**config.mk**
```make
export PLATFORM = sky130hd
export DESIGN_NAME = store_buffer
export DESIGN_NICKNAME = d
export VERILOG_FILES = /design/src/rtl/store_buffer.sv
export SDC_FILE = /design/constraint.sdc
export NUM_CORES = 1
export LEC_CHECK = 0
export ABC_CLOCK_PERIOD_IN_PS = 6150
export BUFFER_PORTS_ARGS = -buffer_cell sky130_fd_sc_hd__clkbuf_2
export CORE_MARGIN = 1
export CORE_UTILIZATION = 43
export DETAILED_ROUTE_END_ITERATION = 16
export GPL_TIMING_DRIVEN = 0
export PLACE_DENSITY = 0.72
export REMOVE_ABC_BUFFERS = 1
export SLEW_MARGIN = 0
export SYNTH_ARGS = -nofsm -noshare
export SYNTH_HDL_FRONTEND = slang
export SYNTH_SLANG_ARGS = --single-unit
```
**constraint.sdc**
```tcl
create_clock -name clk -period 6.15 [get_ports clk]
set_input_delay 0.9225 -clock clk [delete_from_list [all_inputs] [get_ports clk]]
set_output_delay 0.9225 -clock clk [all_outputs]
set_load 0.01 [all_outputs]
```
**src/rtl/store_buffer.sv**
```systemverilog
// rtl/store_buffer.sv - circular store buffer with load forwarding and drain FSM
module store_buffer #(
    parameter int DEPTH = 4
) (
    input  logic        clk,
    input  logic        rst_n,
    input  logic        st_valid,
    input  logic [4:0]  st_addr,
    input  logic [31:0] st_data,
    output logic        st_ready,
    input  logic [4:0]  ld_addr,
    output logic        ld_hit,
    output logic [31:0] ld_data,
    output logic        mem_we,
    output logic [4:0]  mem_addr,
    output logic [31:0] mem_wdata,
    input  logic        mem_ack,
    input  logic        flush,
    output logic        empty,
    output logic        ovf
);

    localparam int PW = $clog2(DEPTH);
    localparam int CW = PW + 1;
    localparam logic [CW-1:0] FULL_COUNT = CW'(DEPTH);

    localparam logic [1:0] S_IDLE  = 2'd0;
    localparam logic [1:0] S_ISSUE = 2'd1;
    localparam logic [1:0] S_WAIT  = 2'd2;

    logic [4:0]       ent_addr [DEPTH];
    logic [31:0]      ent_data [DEPTH];
    logic [DEPTH-1:0] ent_valid;

    logic [PW-1:0] head;
    logic [PW-1:0] tail;
    logic [PW-1:0] fwd_idx;
    logic [CW-1:0] count;
    logic [CW-1:0] count_nxt;
    logic [1:0]    state;
    logic [1:0]    state_nxt;
    logic          flush_mode;
    logic          push;
    logic          pop;
    logic          busy;

    // Acceptance depends only on registered state so the processor sees a stable ready.
    assign st_ready = (count < FULL_COUNT) && !flush_mode;
    assign push     = st_valid && st_ready;
    assign busy     = (state != S_IDLE);
    assign pop      = busy && mem_ack;

    // The head entry cannot change while a write is outstanding, so these stay stable in WAIT.
    assign mem_we    = busy;
    assign mem_addr  = busy ? ent_addr[head] : '0;
    assign mem_wdata = busy ? ent_data[head] : '0;
    assign empty     = (count == '0) && (state == S_IDLE);

    // Occupancy after this edge, accounting for a simultaneous push and pop.
    always_comb begin
        count_nxt = count;
        case ({push, pop})
            2'b10:   count_nxt = count + CW'(1);
            2'b01:   count_nxt = count - CW'(1);
            default: count_nxt = count;
        endcase
    end

    // Drain FSM: issue the head entry and hold it until memory acknowledges.
    always_comb begin
        state_nxt = state;
        case (state)
            S_IDLE:  state_nxt = (count != '0) ? S_ISSUE : S_IDLE;
            S_ISSUE: begin
                if (mem_ack) state_nxt = (count_nxt == '0) ? S_IDLE : S_ISSUE;
                else         state_nxt = S_WAIT;
            end
            S_WAIT: begin
                if (mem_ack) state_nxt = (count_nxt == '0) ? S_IDLE : S_ISSUE;
                else         state_nxt = S_WAIT;
            end
            default: state_nxt = S_IDLE;
        endcase
    end

    // Forwarding scan from oldest to youngest so the youngest match wins.
    always_comb begin
        ld_hit  = 1'b0;
        ld_data = '0;
        fwd_idx = '0;
        for (int i = 0; i < DEPTH; i++) begin
            fwd_idx = head + PW'(i);
            if (ent_valid[fwd_idx] && (ent_addr[fwd_idx] == ld_addr)) begin
                ld_hit  = 1'b1;
                ld_data = ent_data[fwd_idx];
            end
        end
    end

    // Entry payload storage; validity is tracked separately so no reset is needed here.
    always_ff @(posedge clk) begin
        if (push) begin
            ent_addr[tail] <= st_addr;
            ent_data[tail] <= st_data;
        end
    end

    // Pointers, occupancy, FSM state and status flags.
    always_ff @(posedge clk or negedge rst_n) begin
        if (!rst_n) begin
            head       <= '0;
            tail       <= '0;
            count      <= '0;
            state      <= S_IDLE;
            ent_valid  <= '0;
            ovf        <= 1'b0;
            flush_mode <= 1'b0;
        end else begin
            count <= count_nxt;
            state <= state_nxt;
            if (pop) begin
                ent_valid[head] <= 1'b0;
                head            <= head + PW'(1);
            end
            if (push) begin
                ent_valid[tail] <= 1'b1;
                tail            <= tail + PW'(1);
            end
            if (st_valid && !st_ready) begin
                ovf <= 1'b1;
            end
            if (flush) begin
                flush_mode <= 1'b1;
            end else if ((count == '0) && (state == S_IDLE)) begin
                flush_mode <= 1'b0;
            end
        end
    end

endmodule

```
==> results of run 1 <==
through the flow:
step / hold slack (ns) / instance area [um2]
after detailed placement: 0.4620 / 11760
after CTS: 0.4165 / 12390
final: 0.4104 / 12430
after global placement: 0.4525 / 11350
after floorplan: 0.4667 / 10340
after global routing: 0.4307 / 12430
power breakdown:
group          total, mW  switching (mW)  internal, mW
Combinational       2.97            1.36          1.61
Sequential          1.38           0.109          1.27
Clock               1.02           0.424         0.594
Total               5.37            1.89          3.48
timing repair:
action                                  4_1_cts  5_1_grt
pin swaps                                     1        0
buffers inserted                              3        2
endpoints found under the setup margin       29        2
hold buffers                                  0        0
final timing paths:
check | from | end | slack, ns | depth (start not counted)
max | head[0] | ld_data[16] | 0.33 | 12
max reg2reg | state[0] | state[0] | 3.24 | 11
min | rst_n | ovf | 0.41 | 1
min reg2reg | ovf | ovf | 0.47 | 1
max in group asynchronous | rst_n | head[1] | 5.42 | 1
min in group clk | ovf | ovf | 0.47 | 1
area by class of cell:
| cell class | instances | area, um2 | area share (%) |
|---|---|---|---|
| diodes | 1 | 2.502 | 0.02012 |
| well taps | 324 | 405.4 | 3.260 |
| clock buffers | 18 | 429.2 | 3.451 |
| multi-input cells | 447 | 5411 | 43.52 |
| repair buffers | 142 | 1067 | 8.583 |
| inverters | 41 | 153.9 | 1.238 |
| flip-flops and latches | 163 | 4827 | 38.82 |
| clock inverters | 14 | 137.6 | 1.107 |
registers in the layout, summed over array words and instances, names as in the netlist:
name	cells
count	3
tail	2
ent_data	128
ent_valid	4
flush_mode	1
ent_addr	20
head	2
ovf	1
state	2
critical path, cell delays in order, from the launching register on:
cell	delay, ns
dfrtp_4	0.62
buf_16	0.30
inv_1	0.24
ha_4	0.57
buf_16	0.30
mux4_2	0.55
xor2_1	0.18
nor4_4	0.46
buf_8	0.22
buf_6	0.20
mux2_2	0.35
o221ai_1	0.25
clkbuf_2	0.19
Yosys cell counts (all sizes together) (2+ instances only):
cell type | count | area, um2
a21o | 5 | 37.54
nand4 | 2 | 12.51
nand2b | 2 | 12.51
nor3 | 4 | 31.28
xnor2 | 20 | 175.2
nor2 | 6 | 25.03
clkbuf | 21 | 78.83
and2 | 39 | 244.0
mux4 | 145 | 3266
and3 | 5 | 31.28
inv | 41 | 153.9
ha | 11 | 137.6
edfxtp | 148 | 4444
xor2 | 9 | 78.83
buf | 39 | 209.0
mux2 | 32 | 360.4
mux2i | 16 | 160.2
dfrtp | 15 | 375.4
a21oi | 2 | 10.01
nand2 | 102 | 382.9
a31oi | 2 | 12.51
o221ai | 31 | 271.5
o21ai | 4 | 20.01
per-layer routing:
metal / track usage, % / share of wire [%] / up-vias / routed length [um]
met2: 36.86 / 54 / 201 / 13400
met4: 6.031 / 1.7 / 2 / 426
met3: 3.360 / 5.0 / 32 / 1230
li1: - / - / 3044 / -
met5: 0 / 0.065 / - / 16
met1: 23.51 / 39 / 3558 / 9629
kinds of logic (layout without fill, tap and decap cells):
kind of cell             Yosys count  count (layout)  share of synthesized area (%)
AO/OA/AOI/OAI                     47              47                          3.531
XOR/XNOR                          29              29                          2.390
adder cells (fa/ha/maj)           12              12                          1.483
buffers and inverters            101             215                          4.155
flip-flops                       163             163                          45.34
multiplexers                     193             193                          35.62
other                              0               1                              0
AND/OR/NAND/NOR                  166             166                          7.475
==> reports/summary.md, run 1 <==
The run finished with clean final reports. Summing every instance area after synthesis gives 10630 um2. The residual antenna-violating net count after detailed routing is 0, and the post-layout instance count excluding filler cells is 1150.

Dividing the final minimum period by the clock period gives 94.68%. The total track usage is 19.88%. Relative to the synthesized area, the layout overhead comes to 16.99%.

The worst-case IR drop observed on VDD is 0.2841 mV. The total of endpoints with negative setup slack in the final report is 0. The run gives 163 as the number of clock sinks seen by CTS. After clock tree synthesis, the clock-pin slew on the worst setup and hold paths is 0.07 ns. The run gives 2 as the number of antenna violations at the first check in global routing. The setup path with the least slack is of type flip-flop to output pin.

The pre-CTS worst setup slack is 0.1058 ns. For the insertion delay of the later-clocked pin in the worst-skew pair, the log shows 0.42 ns. The run gives 4 as the deepest level of the CTS H-tree. The headroom to the max-slew limit was 37.82%.

STA classifies the critical path endpoint as an output pin. The via density per instance was 5.945; the power consumption was 5.370 mW. The die outline area is 25350 um2, and the endpoint required time on the critical path is 5.23 ns. The worst path meets setup with 0.3271 ns of slack. Subtracting the final worst setup slack from the clock period gives 5.823 ns. The tree is rooted in a clkbuf_16.

Of all nets on the critical path, the largest fanout is 42. The floorplan has 57 rows. The top cell types in the final layout, fill and taps aside, are edfxtp_1 (148), mux4_2 (145), clkbuf_2 (120), nand2_1 (102), inv_1 (41). The die width was 159.2 um; the data arrival time of the critical path was 4.90 ns. The number of hold violations in the final report is 0, and the global-route wire length before repair is 38560 um. The Yosys step of the flow raised 0 warnings.

Leaving out fill and tap cells, the most frequent cell in the layout is edfxtp_1. The number of global-route vias before repair is 7037. The reported leakage power is 4.302 nW. Fraction of layout cells with a size suffix above 1: 43.39%. At the end of the flow the core is filled with cells to 51.28%.

The detailed-router iteration count before antenna repair was 5; the clock buffer count from CTS was 17. For the total congestion overflow, the log shows 0. The logs give 171.7 MHz for the maximum clock frequency and 24250 um2 for the core area.

Counting the fill cells in the layout gives 2007. During I/O placement, the number of pins put on the boundary was 121. In this run, synthesis produced a sequential element count of 163.

Wires add up to 24710 um. The logs give 1112 for the number of placed instances with taps included and 43.83% for the initial core utilization. The final max-slew violation count came out at 0.

TritonCTS built the clock tree. The synthesized design contains 148 enable-type register cells. The number of DRC violations after detailed routing is 0, and the count of cell types in the netlist is 38. The number of DRC markers in iteration 0 is 458.

The mean post-synth cell area came out at 14.95 um2. Counting along the longest clock path gives a buffer depth of 2. The total negative slack for setup checks is 0 ns. The path class of the tightest hold or removal check is input port to asynchronous set/reset pin. Dividing the detail-routed wire length by the instance count gives 21.48 um.

The main flop type after synthesis was edfxtp_1. The number of max-capacitance violations reported came out at 0. After synthesis, the share of flip-flops with an asynchronous set or reset is 9.202%. The wire-length estimate of the detail-placed layout is 15770 um. STA classifies the critical path startpoint as a flip-flop. For the pin count of the biggest net entering global routing, the log shows 45. Net count of the finished layout: 871. Setup repair after global routing left no endpoint under its margin. During placement, the flow inserted port buffers numbering 120.

The sequential share of the synthesized area came out at 45.34%. On the final layout, the worst clock skew is 0.01236 ns. For the pin with the worst max-slew slack, the measured transition is 0.9316 ns.

The floorplan step set the die height to 159.2 um. The number of gates given a new drive strength after cts was 0; the placer's final routability congestion estimate was 0.7149. Detailed routing inserted a total of 6837 vias. The power density relative to cell area is 431.9 nW/um2, and the synthesized instance count is 711.
(Power assumes the default switching activity.)
==> run 2, diff against run 1 <==
--- a/config.mk
+++ b/config.mk
@@ -7,7 +7,7 @@
 export LEC_CHECK = 0
 export ABC_CLOCK_PERIOD_IN_PS = 6150
 export BUFFER_PORTS_ARGS = -buffer_cell sky130_fd_sc_hd__clkbuf_2
-export CORE_MARGIN = 1
+export CORE_MARGIN = 8
 export CORE_UTILIZATION = 43
 export DETAILED_ROUTE_END_ITERATION = 16
 export GPL_TIMING_DRIVEN = 0
==> constraint.sdc (replaced) <==
create_clock -name clk -period 6.15 [get_ports clk]
set_input_delay 1.23 -clock clk [delete_from_list [all_inputs] [get_ports clk]]
set_output_delay 1.23 -clock clk [all_outputs]
set_load 0.01 [all_outputs]
==> reports/summary.md, run 2 (synthesis results as in run 1) <==
The pin count of the biggest net entering global routing is 48 (+6.7%), and the worst hold slack across all endpoints is 0.4740 ns (+0.06355 ns). The power density relative to cell area is 423.4 nW/um2 (-2.0%). The path class of the tightest hold or removal check is flip-flop to flip-flop. For the total of endpoints with negative setup slack in the final report, the log shows 0 (unchanged). The cell sitting at the root of the clock tree is a clkbuf_16. The clock transition time at the flip-flop clock pins of the worst setup and hold paths is 0.07 ns (about the same). Die width: 173.2 um (+8.8%). The run gives 6921 (-1.6%) as the number of global-route vias before repair. The count of buffers inserted at the top-level ports is 120 (unchanged), and the endpoint required time on the critical path is 4.92 ns (-0.31 ns). The total wire length after detailed routing is 23860 um (-3.4%). STA classifies the critical path endpoint as an output pin.

The logs give 6667 (-2.5%) for the total number of vias and 4.62 ns (-0.28 ns) for the data arrival time of the critical path. The largest buffer count on any clock path came out at 2 (unchanged). The tools report the headroom to the max-slew limit as 47.63% (+9.8 points).

The run gives 4 (unchanged) as the deepest level of the CTS H-tree. The commonest non-fill, non-tap cell in the layout is edfxtp_1. The global-route wire length before repair is 37750 um (-2.1%).

For the core area, the log shows 24320 um2 (+0.29%). The routed length per instance was 20.80 um (-3.2%); the transition at the pin with the smallest max-transition slack was 0.7807 ns (-0.1509 ns). The number of cells on the worst hold path came out at 1. The number of top-level pins was 121 (unchanged); the residual antenna-violating net count after detailed routing was 0 (unchanged). The area growth from synthesis to final layout came out at 16.93% (about the same).

Leaving out fill and tap cells, the most frequent cells in the layout are edfxtp_1 (148), mux4_2 (145), clkbuf_2 (120), nand2_1 (102), inv_1 (40). The number of clock sinks seen by CTS is 163 (unchanged), and the post-layout instance count excluding filler cells is 1147 (-0.26%). The die outline area was 30010 um2 (+18%); the maximum clock frequency was 171.0 MHz (-0.42%).

The logs give 0 (unchanged) for the final max-slew violation count and 0 (unchanged) for the number of gates given a new drive strength after cts. The run gives 43.71% (-0.13 points) as the initial core utilization. Setup repair after global routing left no endpoint under its margin. The startpoint kind of the worst setup timing path is a flip-flop. The worst reg-to-reg path cell count was 11 (unchanged). The via density per instance works out to 5.813 (-2.2%). The final critical path time including I/O delays and setup works out to 5.848 ns (+0.02474 ns). The final design utilization was 51.10% (-0.18 points).

The largest registers in the layout are ent_data (128), ent_addr (20), ent_valid (4). The floorplan row count came out at 57 (unchanged). The worst-path maximum fanout was 39 (-7.1%).

The worst supply voltage drop on vdd came out at 0.3046 mV (+7.2%). The detailed-router iteration count before antenna repair was 4 (-1); the total track usage was 16.07% (-3.8 points). The run finished with clean final reports. The die boundary height was 173.2 um (+8.8%); the number of diodes added for antenna fixing was 0 (-1). The tools report the reported leakage power as 4.284 nW (-0.42%). The register with the most flip-flops in the final layout is ent_data. The number of hold violations in the final report came out at 0 (unchanged).

The logs give 473 (+3.3%) for the number of DRC markers in iteration 0 and 0.42 ns (about the same) for the insertion delay of the later-clocked pin in the worst-skew pair. Number of placed instances with taps included: 1112 (unchanged). Category of the most critical setup path: flip-flop to output pin.

The number of flip-flops in the largest register was 128 (unchanged); the fraction of layout cells with a size suffix above 1 was 43.86% (+0.47 points). The count of fill cells added during filler insertion was 2006 (-0.050%). For the net count of the finished layout, the log shows 869 (-0.23%).

The power consumption is 5.262 mW (-2.0%). For the maximum clock skew at final layout, the log shows 0.01223 ns (-0.0001365 ns). TritonCTS built the clock tree. The tools report the number of max-capacitance violations reported as 0 (unchanged).

The placer's final routability congestion estimate came out at 0.7148 (about the same). The fraction of the cycle the final worst path needs is 95.08% (+0.40 points). The run gives 17 (unchanged) as the clock buffer count from CTS. The HPWL after detailed placement came out at 16440 um (+4.3%). Number of DRC violations after detailed routing: 0 (unchanged). The run gives 0 (unchanged) as the total congestion overflow.

For the number of antenna violations at the first check in global routing, the log shows 3 (+1).
==> run 2: path summary, 6_finish.rpt <==
path                               end     start  slack [ns]
max                        ld_data[27]   head[1]        0.30
min                                ovf       ovf        0.47
max reg2reg                   state[0]  state[0]        3.25
min reg2reg                        ovf       ovf        0.47
max in group asynchronous      head[1]     rst_n        5.10
min in group asynchronous          ovf     rst_n        0.72
==> run 2: report_power, final <==
part | total, mW | leakage, nW | internal, mW | switching (mW)
clock network | 1.02 | 0.261 | 0.566 | 0.451
registers | 1.40 | 1.51 | 1.27 | 0.128
logic | 2.85 | 2.52 | 1.57 | 1.28
total | 5.26 | 4.28 | 3.40 | 1.86
==> run 2: timing repair <==
| action | CTS | global route |
|---|---|---|
| gates cloned | 0 | 0 |
| endpoints found under the setup margin | 12 | 12 |
| hold buffers | 0 | 0 |
| pin swaps | 1 | 0 |
| buffers inserted | 1 | 1 |
==> run 2: layout make-up <==
type	instances	area, um2	share of cell area (%)
multi-input combinational	447	5411	43.54
tap	324	405.4	3.262
timing repair buffer	140	1057	8.507
sequential	163	4827	38.84
clock buffer	17	425.4	3.423
clock inverter	15	147.6	1.188
inverter	41	153.9	1.238
==> run 2: metal layers <==
| metal | share of wire [%] | vias to the layer above | global-route usage (%) |
|---|---|---|---|
| met5 | 0.17 | - | 0 |
| met4 | 1.0 | 6 | 4.240 |
| met3 | 6.2 | 23 | 4.247 |
| met2 | 53 | 186 | 28.30 |
| met1 | 40 | 3417 | 19.23 |
| li1 | - | 3035 | - |
==> run 2: metrics by stage <==
step	instance area, um2	worst slack [ns]	TNS [ns]
2_1_floorplan	10340	-6.684	-264.47
3_3_place_gp	11350	-10.50	-439.71
3_5_place_dp	11780	0.3184	0
4_1_cts	12370	0.07430	0
5_1_grt	12430	0.03597	0
6_report	12430	0.3023	0
==> run 2: critical path: stages (launching register included) <==
cell and delay (ns):
dfrtp_4 0.82, inv_1 0.22, ha_4 0.62, mux4_2 0.57
xor2_1 0.18, nor4_4 0.58, buf_8 0.24, buf_8 0.16
mux2_2 0.34, o221ai_1 0.25, clkbuf_2 0.19
